**src/rtl/uart_prog_loader.sv**
```systemverilog
// Boot loader: receives a word-count header and little-endian 32-bit words over
// 8N1 UART and writes them to program memory, holding the CPU in reset meanwhile.
module uart_prog_loader #(
  parameter int CLK_FREQ = 100_000_000,
  parameter int BAUD     = 115_200,
  parameter int ADDR_W   = 14,
  parameter int TIMEOUT  = 100_000_000
) (
  input  logic              clk,
  input  logic              rst,
  input  logic              rx,
  input  logic              start,
  output logic              mem_we,
  output logic [ADDR_W-1:0] mem_addr,
  output logic [31:0]       mem_wdata,
  output logic              cpu_rst_n,
  output logic              busy,
  output logic              done,
  output logic              err
);

  localparam int BIT_CYC = CLK_FREQ / BAUD;
  localparam int HALF    = BIT_CYC / 2;
  localparam int BW      = $clog2(BIT_CYC + 1);
  localparam int TW      = $clog2(TIMEOUT + 1);
  localparam int CW      = ADDR_W + 1;
  localparam logic [31:0] CAPACITY = 32'd1 << ADDR_W;

  typedef enum logic [1:0] {RX_IDLE, RX_START, RX_DATA, RX_STOP} rx_state_t;
  typedef enum logic [2:0] {IDLE, HDR0, HDR1, WORD, DONE, ERR} state_t;

  rx_state_t     rx_state, rx_next;
  logic          rx_s1, rx_s2, rx_prev;
  logic [BW-1:0] bit_cnt;
  logic [2:0]    bit_idx;
  logic [7:0]    rx_byte;
  logic          byte_valid, frame_err;
  logic          tick_half, tick_full;

  state_t        state, state_next;
  logic [15:0]   n_words;
  logic [15:0]   hdr_word;
  logic [CW-1:0] word_idx;
  logic [1:0]    byte_idx;
  logic [31:0]   word_buf;
  logic [TW-1:0] tmo_cnt;
  logic          tmo_hit;
  logic          in_load;

  always_comb begin
    rx_next   = rx_state;
    tick_half = (bit_cnt == BW'(HALF - 1));
    tick_full = (bit_cnt == BW'(BIT_CYC - 1));
    case (rx_state)
      RX_IDLE:  if (rx_prev && !rx_s2) rx_next = RX_START;
      RX_START: if (tick_half) rx_next = rx_s2 ? RX_IDLE : RX_DATA;
      RX_DATA:  if (tick_full && bit_idx == 3'd7) rx_next = RX_STOP;
      RX_STOP:  if (tick_full) rx_next = RX_IDLE;
      default:  rx_next = RX_IDLE;
    endcase
  end

  // Bit timer restarts at the half-bit start check and at every full-bit sample.
  always_ff @(posedge clk or negedge rst) begin
    if (!rst) begin
      rx_s1      <= 1'b1;
      rx_s2      <= 1'b1;
      rx_prev    <= 1'b1;
      rx_state   <= RX_IDLE;
      bit_cnt    <= '0;
      bit_idx    <= '0;
      rx_byte    <= '0;
      byte_valid <= 1'b0;
      frame_err  <= 1'b0;
    end else begin
      rx_s1      <= rx;
      rx_s2      <= rx_s1;
      rx_prev    <= rx_s2;
      rx_state   <= rx_next;
      byte_valid <= 1'b0;
      frame_err  <= 1'b0;
      if (rx_state == RX_IDLE || (rx_state == RX_START && tick_half) || tick_full)
        bit_cnt <= '0;
      else
        bit_cnt <= bit_cnt + 1'b1;
      if (rx_state == RX_DATA && tick_full) begin
        rx_byte <= {rx_s2, rx_byte[7:1]};
        bit_idx <= bit_idx + 1'b1;
      end
      if (rx_state == RX_STOP && tick_full) begin
        byte_valid <= rx_s2;
        frame_err  <= !rx_s2;
      end
    end
  end

  assign in_load  = (state == HDR0) || (state == HDR1) || (state == WORD);
  assign tmo_hit  = (tmo_cnt == TW'(TIMEOUT)) && !byte_valid;
  assign hdr_word = {rx_byte, n_words[7:0]};

  always_comb begin
    state_next = state;
    case (state)
      IDLE, DONE, ERR: if (start) state_next = HDR0;
      HDR0: begin
        if (frame_err || tmo_hit)  state_next = ERR;
        else if (byte_valid)       state_next = HDR1;
      end
      HDR1: begin
        if (frame_err || tmo_hit) state_next = ERR;
        else if (byte_valid) begin
          if (hdr_word == 16'd0)                   state_next = DONE;
          else if ({16'd0, hdr_word} > CAPACITY)   state_next = ERR;
          else                                     state_next = WORD;
        end
      end
      WORD: begin
        // word_idx has already advanced when the final mem_we is on the bus
        if (mem_we && word_idx == CW'(n_words)) state_next = DONE;
        else if (frame_err || tmo_hit)          state_next = ERR;
      end
      default: state_next = IDLE;
    endcase
  end

  always_ff @(posedge clk or negedge rst) begin
    if (!rst) begin
      state     <= IDLE;
      n_words   <= '0;
      word_idx  <= '0;
      byte_idx  <= '0;
      word_buf  <= '0;
      tmo_cnt   <= '0;
      mem_we    <= 1'b0;
      mem_addr  <= '0;
      mem_wdata <= '0;
      cpu_rst_n <= 1'b1;
      busy      <= 1'b0;
      done      <= 1'b0;
      err       <= 1'b0;
    end else begin
      state     <= state_next;
      mem_we    <= 1'b0;
      cpu_rst_n <= (state_next == IDLE) || (state_next == DONE);
      busy      <= (state_next == HDR0) || (state_next == HDR1) || (state_next == WORD);
      done      <= (state_next == DONE);
      err       <= (state_next == ERR);
      if (!in_load && state_next == HDR0) begin
        word_idx <= '0;
        byte_idx <= '0;
        tmo_cnt  <= '0;
      end else if (in_load) begin
        if (byte_valid)
          tmo_cnt <= '0;
        else if (tmo_cnt != TW'(TIMEOUT))
          tmo_cnt <= tmo_cnt + 1'b1;
        if (byte_valid) begin
          case (state)
            HDR0: n_words[7:0]  <= rx_byte;
            HDR1: n_words[15:8] <= rx_byte;
            WORD: begin
              word_buf <= {rx_byte, word_buf[31:8]};
              byte_idx <= byte_idx + 1'b1;
              if (byte_idx == 2'd3) begin
                mem_we    <= 1'b1;
                mem_addr  <= word_idx[ADDR_W-1:0];
                mem_wdata <= {rx_byte, word_buf[31:8]};
                word_idx  <= word_idx + 1'b1;
              end
            end
            default: ;
          endcase
        end
      end
    end
  end

endmodule

```
**config.mk**
```make
export PLATFORM = sky130hd
export DESIGN_NAME = uart_prog_loader
export DESIGN_NICKNAME = d
export VERILOG_FILES = /design/src/rtl/uart_prog_loader.sv
export SDC_FILE = /design/constraint.sdc
export NUM_CORES = 1
export LEC_CHECK = 0
export ABC_AREA = 1
export BUFFER_PORTS_ARGS = -buffer_cell sky130_fd_sc_hd__buf_4
export CAP_MARGIN = 20
export CORE_MARGIN = 3
export CORE_UTILIZATION = 26
export CTS_BUF_LIST = sky130_fd_sc_hd__clkbuf_2 sky130_fd_sc_hd__clkbuf_4 sky130_fd_sc_hd__clkbuf_8
export CTS_CLUSTER_SIZE = 20
export DETAILED_ROUTE_END_ITERATION = 10
export PLACE_DENSITY = 0.48
export SLEW_MARGIN = 20
export SYNTH_ARGS = -nofsm -noshare
export SYNTH_HDL_FRONTEND = slang
export SYNTH_SLANG_ARGS = --single-unit
```
**constraint.sdc**
```tcl
create_clock -name clk -period 2.15 [get_ports clk]
set_clock_uncertainty 0.1 [all_clocks]
set_input_delay 0.1075 -clock clk [delete_from_list [all_inputs] [get_ports clk]]
set_output_delay 0.1075 -clock clk [all_outputs]
set_load 0.02 [all_outputs]
```
==> flow_summary.yaml, run 1 <==
critical_path:
  timing.reg2reg.setup_slack_ns: 0.07
  worstPathCellList: "inv_2, ha_4, nand2_2, nor2_2, nand2_2, nor2_4, nand2_4, nand2_4, inv_2, nand2_2, nand2_2, nand2_2, nor2_4, nor2_8, nand2_8, buf_6, nand3_1, nand2_1"
  worst-path-max-fanout: 7
  start_kind: "register"
  reg_to_reg_critical_path_endpoint: "byte_idx[0]$_DFFE_PN0P_"
  cp-end-kind: "register"
  signal_arrival_time_at_the_worst_endpoint_ns: 2.33
  cpLargestDelayFamily: "simple AND/OR/NAND/NOR gates"
  worst_path_largest_cell_delay_ns: 0.46
  critical-path-slowest-cell: "sky130_fd_sc_hd__dfrtp_2"
  rr_worst_depth: 18
  criticalPathCategory: "reg -> reg"
  crit_required_ns: 2.40
  critPathMostFrequentCell: "sky130_fd_sc_hd__nand2_2"
  path_buf_inv: 3
  rr_startpoint: "tmo_cnt[1]$_DFFE_PN0P_"
die:
  design.die.area_sq_mm: 0.0335
  io_pins: 55
  core_area_sq_mm: 0.0307
  num_rows: 64
  die-height_microns: 183
  floorplan_die_width_microns: 183
  initial_utilization: 0.265
global_routing:
  grt_antenna_before_repair: 0
  first_global_vias: 6388
  grt_use_total: 0.124
  maximum_number_of_pins_on_one_net_before_global_route_repair: 87
  grt_pass1_wl_microns: 33800
  globalRoute.totalOverflow: 0
logic_synthesis:
  synth_nets: 961
  yosysTopAreaCellShare: 0.495
  dominantRegCellSynth: "sky130_fd_sc_hd__dfrtp_1"
  synth_largest_area_cell: "sky130_fd_sc_hd__dfrtp_1"
  synth_area_leaders: "sky130_fd_sc_hd__dfrtp_1 (50%), sky130_fd_sc_hd__nand2_1 (11%), sky130_fd_sc_hd__o21ai_0 (5.8%)"
  synthDistinctLibCells: 45
  synth_warnings: 0
  synth_seq_area_share: 0.508
  synthesis.instances: 949
  synthArstFlopShare: 1.00
  synth_edf_count: 0
  synth_seq_cells: 165
  mappedNetlistArea_sq_mm: 0.00814
  synth_area_per_cell_sq_um: 8.58
routing:
  ant_nets: 0
  vias: 6444
  total_length_of_routed_wires_microns: 20000
  first_pass_iters: 5
  route.detailed.wl_per_inst_microns: 13.7
  detail_route.iter0.violations: 448
  drc: 0
  vias_per_cell: 4.40
timing:
  setup-tns-final_ns: 0
  grt_setup_unrepaired: "yes"
  slew_viol_final: 0
  total_count_of_hold_check_failures_in_the_final_report: 0
  worst_margin_slew_ns: 0.624
  period_share: 0.967
  finalWorstPathRequiredPeriod_ns: 2.08
  worst_slack_ns: 0.0701
  fin_hold_ws_ns: 0.181
  max_clock_freq_mhz: 481
  slew-limit-headroom: 0.580
  setup_violations: 0
clock_tree:
  clockRootBuffer: "sky130_fd_sc_hd__clkbuf_8"
  path_clk_slew_ns: 0.10
  clock-sinks: 165
  worstSkewPairLatency_ns: 0.47
  cts_htree_levels: 4
  cts_tree: "yes"
  numCtsBuffers: 17
  cts_max_path_buffers: 2
placement:
  dp_worst_setup_slack_ns: 0.00912
  placement.io_buffers: 54
  gp_congestion: 0.851
  place_hpwl_microns: 14100
finish:
  nFillCells: 3283
  n_antenna_cell: 0
  share_of_cells_above_drive_strength_1: 0.250
  syn2layout_area_growth_pct: 23.2
  final_nets: 1067
  finish.utilization: 0.326
power:
  power_density_mw_per_mm2: 890
  switching_share: 0.388
  relative_contribution_of_the_clock_network_to_total_power: 0.276
  vdd.ir_drop.worst_mv: 0.488
  power.combinational.fraction: 0.305
  net_switching_component_of_the_power_mw: 3.46
  power.leakage_nw: 4.78
  cell_internal_pwr_mw: 5.46
  power.share.sequential: 0.419
status:
  outcome: "complete, no violations"
worst_hold_path:
  whs_path_depth: 5
  hold_path_end: "state[2]$_DFF_PN0_"
  worstHoldPathType: "in -> reg"
  hp-start: "start"
job:
  drv_cap: 0
==> metrics by stage <==
step | instance area, sq um | std cells | total power [mW]
after detailed placement | 9340 | 1423 | 6.28
after CTS | 9840 | 1460 | 8.80
after global routing | 10000 | 1464 | 9.50
after floorplan | 8140 | 949 | 5.46
final | 10000 | 1464 | 8.92
after global placement | 9340 | 1423 | 6.26
==> cell usage after synthesis, types with 2 or more instances <==
master,count
sky130_fd_sc_hd__a21oi_1,9
sky130_fd_sc_hd__buf_1,2
sky130_fd_sc_hd__buf_12,4
sky130_fd_sc_hd__buf_2,4
sky130_fd_sc_hd__clkbuf_1,20
sky130_fd_sc_hd__dfrtp_1,161
sky130_fd_sc_hd__dfstp_2,4
sky130_fd_sc_hd__ha_1,8
sky130_fd_sc_hd__inv_1,102
sky130_fd_sc_hd__inv_2,8
sky130_fd_sc_hd__mux2_2,2
sky130_fd_sc_hd__nand2_1,246
sky130_fd_sc_hd__nand2_2,8
sky130_fd_sc_hd__nand2_4,3
sky130_fd_sc_hd__nand3_1,45
sky130_fd_sc_hd__nand3_2,28
sky130_fd_sc_hd__nand4_1,23
sky130_fd_sc_hd__nor2_1,75
sky130_fd_sc_hd__nor2_2,4
sky130_fd_sc_hd__nor2_4,17
sky130_fd_sc_hd__nor2_8,2
sky130_fd_sc_hd__nor3_1,23
sky130_fd_sc_hd__nor3_2,2
sky130_fd_sc_hd__nor3b_1,4
sky130_fd_sc_hd__nor4_1,3
sky130_fd_sc_hd__o21ai_0,95
sky130_fd_sc_hd__o21ai_1,4
sky130_fd_sc_hd__o21bai_1,2
sky130_fd_sc_hd__or2_2,6
sky130_fd_sc_hd__xor2_1,20
==> sequential cells by signal, indices dropped and copies added (netlist names), 2 cells and up, named ones only <==
signal / flops
bit_cnt: 10
bit_idx: 3
byte_idx: 2
mem_addr: 14
mem_wdata: 32
n_words: 15
rx_byte: 8
state: 3
tmo_cnt: 27
word_buf: 24
word_idx: 15
==> cells by family after synthesis <==
group	count (synthesis)	synth area share
compound gates	120	0.0786
mux	2	0.00277
xor+xnor	21	0.0226
flops	165	0.508
fa+ha+maj	8	0.0123
buf+inv	143	0.0766
simple gates	490	0.299
==> layout by cell type, fill, tap and decap left out, types with 3 or more instances in the layout <==
cell type                       Yosys  final
sky130_fd_sc_hd__nor2_4            17     20
sky130_fd_sc_hd__or2_2              6      6
sky130_fd_sc_hd__o21ai_1            4      5
sky130_fd_sc_hd__nand2_1          246    237
sky130_fd_sc_hd__clkinv_8           0      9
sky130_fd_sc_hd__xor2_1            20     20
sky130_fd_sc_hd__a21oi_1            9      9
sky130_fd_sc_hd__inv_2              8     13
sky130_fd_sc_hd__dfrtp_1          161    160
sky130_fd_sc_hd__nand3_2           28     34
sky130_fd_sc_hd__nand4_1           23     23
sky130_fd_sc_hd__nand2_4            3      3
sky130_fd_sc_hd__nand3_1           45     37
sky130_fd_sc_hd__dlygate4sd3_1      0      4
sky130_fd_sc_hd__nor3_2             2      4
sky130_fd_sc_hd__nor3_1            23     21
sky130_fd_sc_hd__o21ai_0           95     94
sky130_fd_sc_hd__nor2_1            75     69
sky130_fd_sc_hd__buf_4              1    106
sky130_fd_sc_hd__buf_12             4      6
sky130_fd_sc_hd__clkbuf_8           0     17
sky130_fd_sc_hd__nor4_1             3      3
sky130_fd_sc_hd__ha_1               8      7
sky130_fd_sc_hd__inv_1            102     97
sky130_fd_sc_hd__nor2_2             4      7
sky130_fd_sc_hd__inv_12             0      3
sky130_fd_sc_hd__nand2_2            8     17
sky130_fd_sc_hd__nor3b_1            4      4
sky130_fd_sc_hd__dfstp_2            4      4
==> tightest hold or removal path, stage by stage <==
cell and delay, ns:
sky130_fd_sc_hd__buf_4 0.09, sky130_fd_sc_hd__nor3_1 0.04, sky130_fd_sc_hd__a21oi_1 0.15, sky130_fd_sc_hd__nand3_2 0.13
sky130_fd_sc_hd__buf_4 0.17
==> cell type report <==
type                       count  area [sq um]  share of cell area
clock buffer                  17           234              0.0233
clock inverter                15           216              0.0216
inverter                     111           429              0.0428
multi-input combinational    641          3510               0.350
sequential                   165          4140               0.412
tap                          396           495              0.0494
timing repair buffer         119          1000               0.100
==> worst max-delay path by stage <==
| stage | endpoint | slack (ns) | from | cells past startpoint |
|---|---|---|---|---|
| 5_1_grt | byte_idx[0]$_DFFE_PN0P_ | -0.08 | tmo_cnt[1]$_DFFE_PN0P_ | 18 |
| 2_1_floorplan | word_idx[3]$_DFFE_PN0P_ | 0.07 | tmo_cnt[0]$_DFFE_PN0P_ | 18 |
| 4_1_cts | byte_idx[0]$_DFFE_PN0P_ | 0.002 | tmo_cnt[0]$_DFFE_PN0P_ | 18 |
| 3_3_place_gp | tmo_cnt[16]$_DFFE_PN0P_ | 0.03 | tmo_cnt[0]$_DFFE_PN0P_ | 14 |
| 3_5_place_dp | word_idx[6]$_DFFE_PN0P_ | 0.009 | tmo_cnt[0]$_DFFE_PN0P_ | 18 |
| 6_report | byte_idx[0]$_DFFE_PN0P_ | 0.07 | tmo_cnt[1]$_DFFE_PN0P_ | 18 |
==> layer usage <==
metal | track usage | vias up | share of wire
met5 | 0 | - | 0
met4 | 0.0439 | 0 | 0.017
met1 | 0.178 | 3112 | 0.50
met3 | 0.0171 | 18 | 0.019
met2 | 0.193 | 63 | 0.46
li1 | - | 3251 | -
==> power by group through the flow <==
stage	combinational [mW]	clock (mW)	sequential, mW
2_1_floorplan	1.64	0	3.82
3_3_place_gp	2.48	0	3.78
3_5_place_dp	2.50	0	3.78
4_1_cts	2.52	2.55	3.72
5_1_grt	3.03	2.68	3.80
6_report	2.72	2.46	3.74
==> repair_timing <==
item	in CTS	in global routing
cloned	0	1
setup endpoints to repair	4	45
pin swaps	0	9
endpoints found under the hold margin	162	0
hold buffers	4	0
buffers inserted	1	3
gates resized for setup	0	42
Note: power is estimated with default switching activity, not from simulation.
==> run 2, diff against run 1 <==
--- a/config.mk
+++ b/config.mk
@@ -13,7 +13,7 @@
 export CTS_BUF_LIST = sky130_fd_sc_hd__clkbuf_2 sky130_fd_sc_hd__clkbuf_4 sky130_fd_sc_hd__clkbuf_8
 export CTS_CLUSTER_SIZE = 20
 export DETAILED_ROUTE_END_ITERATION = 10
-export PLACE_DENSITY = 0.48
+export PLACE_DENSITY = 0.47
 export SLEW_MARGIN = 20
 export SYNTH_ARGS = -nofsm -noshare
 export SYNTH_HDL_FRONTEND = slang
==> constraint.sdc (replaced) <==
create_clock -name clk -period 2.3 [get_ports clk]
set_clock_uncertainty 0.1 [all_clocks]
set_input_delay 0.115 -clock clk [delete_from_list [all_inputs] [get_ports clk]]
set_output_delay 0.115 -clock clk [all_outputs]
set_load 0.02 [all_outputs]
==> run 2 against run 1 <==
Against the previous run:
- clock-buffer cell count did not move
- die area did not move
- sequential power fell by 5%
- largest cell class unchanged
- largest power group unchanged
- highest routed layer unchanged
==> flow_summary.yaml, run 2 (synthesis results as in run 1) <==
status:
  outcome: "complete, no violations"
critical_path:
  worst-path-max-fanout: 14
  signal_arrival_time_at_the_worst_endpoint_ns: 2.36
  cp-end-kind: "register"
  rr_worst_depth: 18
  crit_required_ns: 2.55
  rr_startpoint: "tmo_cnt[1]$_DFFE_PN0P_"
  critPathMostFrequentCell: "sky130_fd_sc_hd__nand2_2"
  worstPathCellList: "inv_1, ha_1, nand2_1, nor2_1, nand2_2, nor2_4, nand2_4, nand2_4, inv_2, nand2_2, nand2_2, nand2_2, nor2_4, nor2_8, nand2_8, buf_12, nand3_1, nand2_1"
  reg_to_reg_critical_path_endpoint: "tmo_cnt[2]$_DFFE_PN0P_"
  criticalPathCategory: "reg -> reg"
  start_kind: "register"
  critical-path-slowest-cell: "sky130_fd_sc_hd__dfrtp_1"
  timing.reg2reg.setup_slack_ns: 0.19
  worst_path_largest_cell_delay_ns: 0.43
routing:
  first_pass_iters: 4
  ant_nets: 0
  vias_per_cell: 4.34
  vias: 6253
  route.detailed.wl_per_inst_microns: 13.4
  total_length_of_routed_wires_microns: 19300
  detail_route.iter0.violations: 326
  drc: 0
job:
  drv_cap: 0
power:
  power.share.sequential: 0.447
  cell_internal_pwr_mw: 4.87
  power.leakage_nw: 4.64
  power.combinational.fraction: 0.269
  net_switching_component_of_the_power_mw: 3.06
  power_density_mw_per_mm2: 816
  power_mw: 7.93
  vdd.ir_drop.worst_mv: 0.332
  relative_contribution_of_the_clock_network_to_total_power: 0.285
  switching_share: 0.385
clock_tree:
  path_clk_slew_ns: 0.11
  clockRootBuffer: "sky130_fd_sc_hd__clkbuf_8"
  numCtsBuffers: 17
  cts_htree_levels: 4
  clock-sinks: 165
  cts_max_path_buffers: 2
  cts_tree: "yes"
  worstSkewPairLatency_ns: 0.46
placement:
  place_hpwl_microns: 13900
  placement.io_buffers: 54
  gp_congestion: 0.892
  dp_worst_setup_slack_ns: 0.0992
  dp.cells: 1405
die:
  floorplan_die_width_microns: 183
  initial_utilization: 0.265
  core_area_sq_mm: 0.0307
  die-height_microns: 183
  num_rows: 64
  design.die.area_sq_mm: 0.0335
  io_pins: 55
finish:
  multi_input_comb_area_sq_mm: 0.00341
  share_of_cells_above_drive_strength_1: 0.210
  mostFrequentLayoutCell: "sky130_fd_sc_hd__nand2_1"
  layout.cells.most_common_list: "sky130_fd_sc_hd__nand2_1 (244), sky130_fd_sc_hd__dfrtp_1 (160), sky130_fd_sc_hd__inv_1 (102)"
  nFillCells: 3302
  largest_register_ffs: 32
  seq_area_sq_mm: 0.00414
  syn2layout_area_growth_pct: 19.4
  max_flop_register: "mem_wdata"
  n_antenna_cell: 0
  fin_cells: 1440
  final_nets: 1043
  largestRegisters: "mem_wdata x32, tmo_cnt x27, word_buf x24"
timing:
  slew_viol_final: 0
  finalWorstPathRequiredPeriod_ns: 2.11
  max_clock_freq_mhz: 473
  setup-tns-final_ns: 0
  total_count_of_hold_check_failures_in_the_final_report: 0
  slew-limit-headroom: 0.621
  worst_margin_slew_ns: 0.567
  grt_setup_unrepaired: "no"
  worst_slack_ns: 0.185
  setup_violations: 0
  period_share: 0.919
global_routing:
  globalRoute.totalOverflow: 0
  maximum_number_of_pins_on_one_net_before_global_route_repair: 87
  first_global_vias: 6191
  grt_antenna_before_repair: 0
  grt_pass1_wl_microns: 32600
  grt_use_total: 0.121
worst_hold_path:
  worstHoldPathType: "in -> async"
==> run 2: through the flow <==
step	hold slack, ns	cell area (sq um)	utilization
after detailed placement	-0.00123	9200	0.299
after global placement	-0.0000425	9200	0.299
after global routing	0.0719	9710	0.316
after floorplan	-0.281	8140	-
after CTS	0.0420	9670	0.315
final	0.0520	9710	0.316
==> run 2: worst max-delay path, delay by kind of cell, from the launching register on <==
family | cells | cell delay [ns]
flip-flops | 1 | 0.43
buffers and inverters | 3 | 0.28
adder cells (fa/ha/maj) | 1 | 0.13
AND/OR/NAND/NOR | 14 | 1.05
==> run 2: worst max-delay path by stage <==
stage	cells after the start	to	from
after floorplan	18	word_idx[3]$_DFFE_PN0P_	tmo_cnt[0]$_DFFE_PN0P_
after global placement	13	tmo_cnt[16]$_DFFE_PN0P_	tmo_cnt[0]$_DFFE_PN0P_
after detailed placement	13	tmo_cnt[16]$_DFFE_PN0P_	tmo_cnt[0]$_DFFE_PN0P_
after CTS	13	tmo_cnt[16]$_DFFE_PN0P_	tmo_cnt[0]$_DFFE_PN0P_
after global routing	18	tmo_cnt[5]$_DFFE_PN0P_	tmo_cnt[1]$_DFFE_PN0P_
final	18	tmo_cnt[2]$_DFFE_PN0P_	tmo_cnt[1]$_DFFE_PN0P_
==> run 2: repair_timing <==
| item | CTS | global route |
|---|---|---|
| resized for setup | 0 | 11 |
| endpoints found under the setup margin | 0 | 20 |
| hold buffers | 2 | 0 |
| hold endpoints to repair | 164 | 0 |
| setup buffers | 0 | 1 |
==> run 2: power by group through the flow <==
stage,clock network [mW],logic [mW],registers [mW]
4_1_cts,2.37,2.13,3.54
6_report,2.26,2.13,3.54
3_5_place_dp,0,2.13,3.59
5_1_grt,2.50,2.39,3.59
2_1_floorplan,0,1.53,3.57
3_3_place_gp,0,2.12,3.59
==> run 2: metal layers <==
layer / global-route usage / share of wire
met2: 0.190 / 0.47
met3: 0.0216 / 0.026
met5: 0 / 0
met1: 0.171 / 0.50
met4: 0.0335 / 0.010
==> run 2: layout make-up <==
| type | instances | share of cell area |
|---|---|---|
| clock buffers | 17 | 0.0241 |
| clock inverters | 15 | 0.0223 |
| inverters | 111 | 0.0434 |
| multi-input cells | 641 | 0.351 |
| flip-flops and latches | 165 | 0.426 |
| well taps | 396 | 0.0510 |
| repair buffers | 95 | 0.0828 |
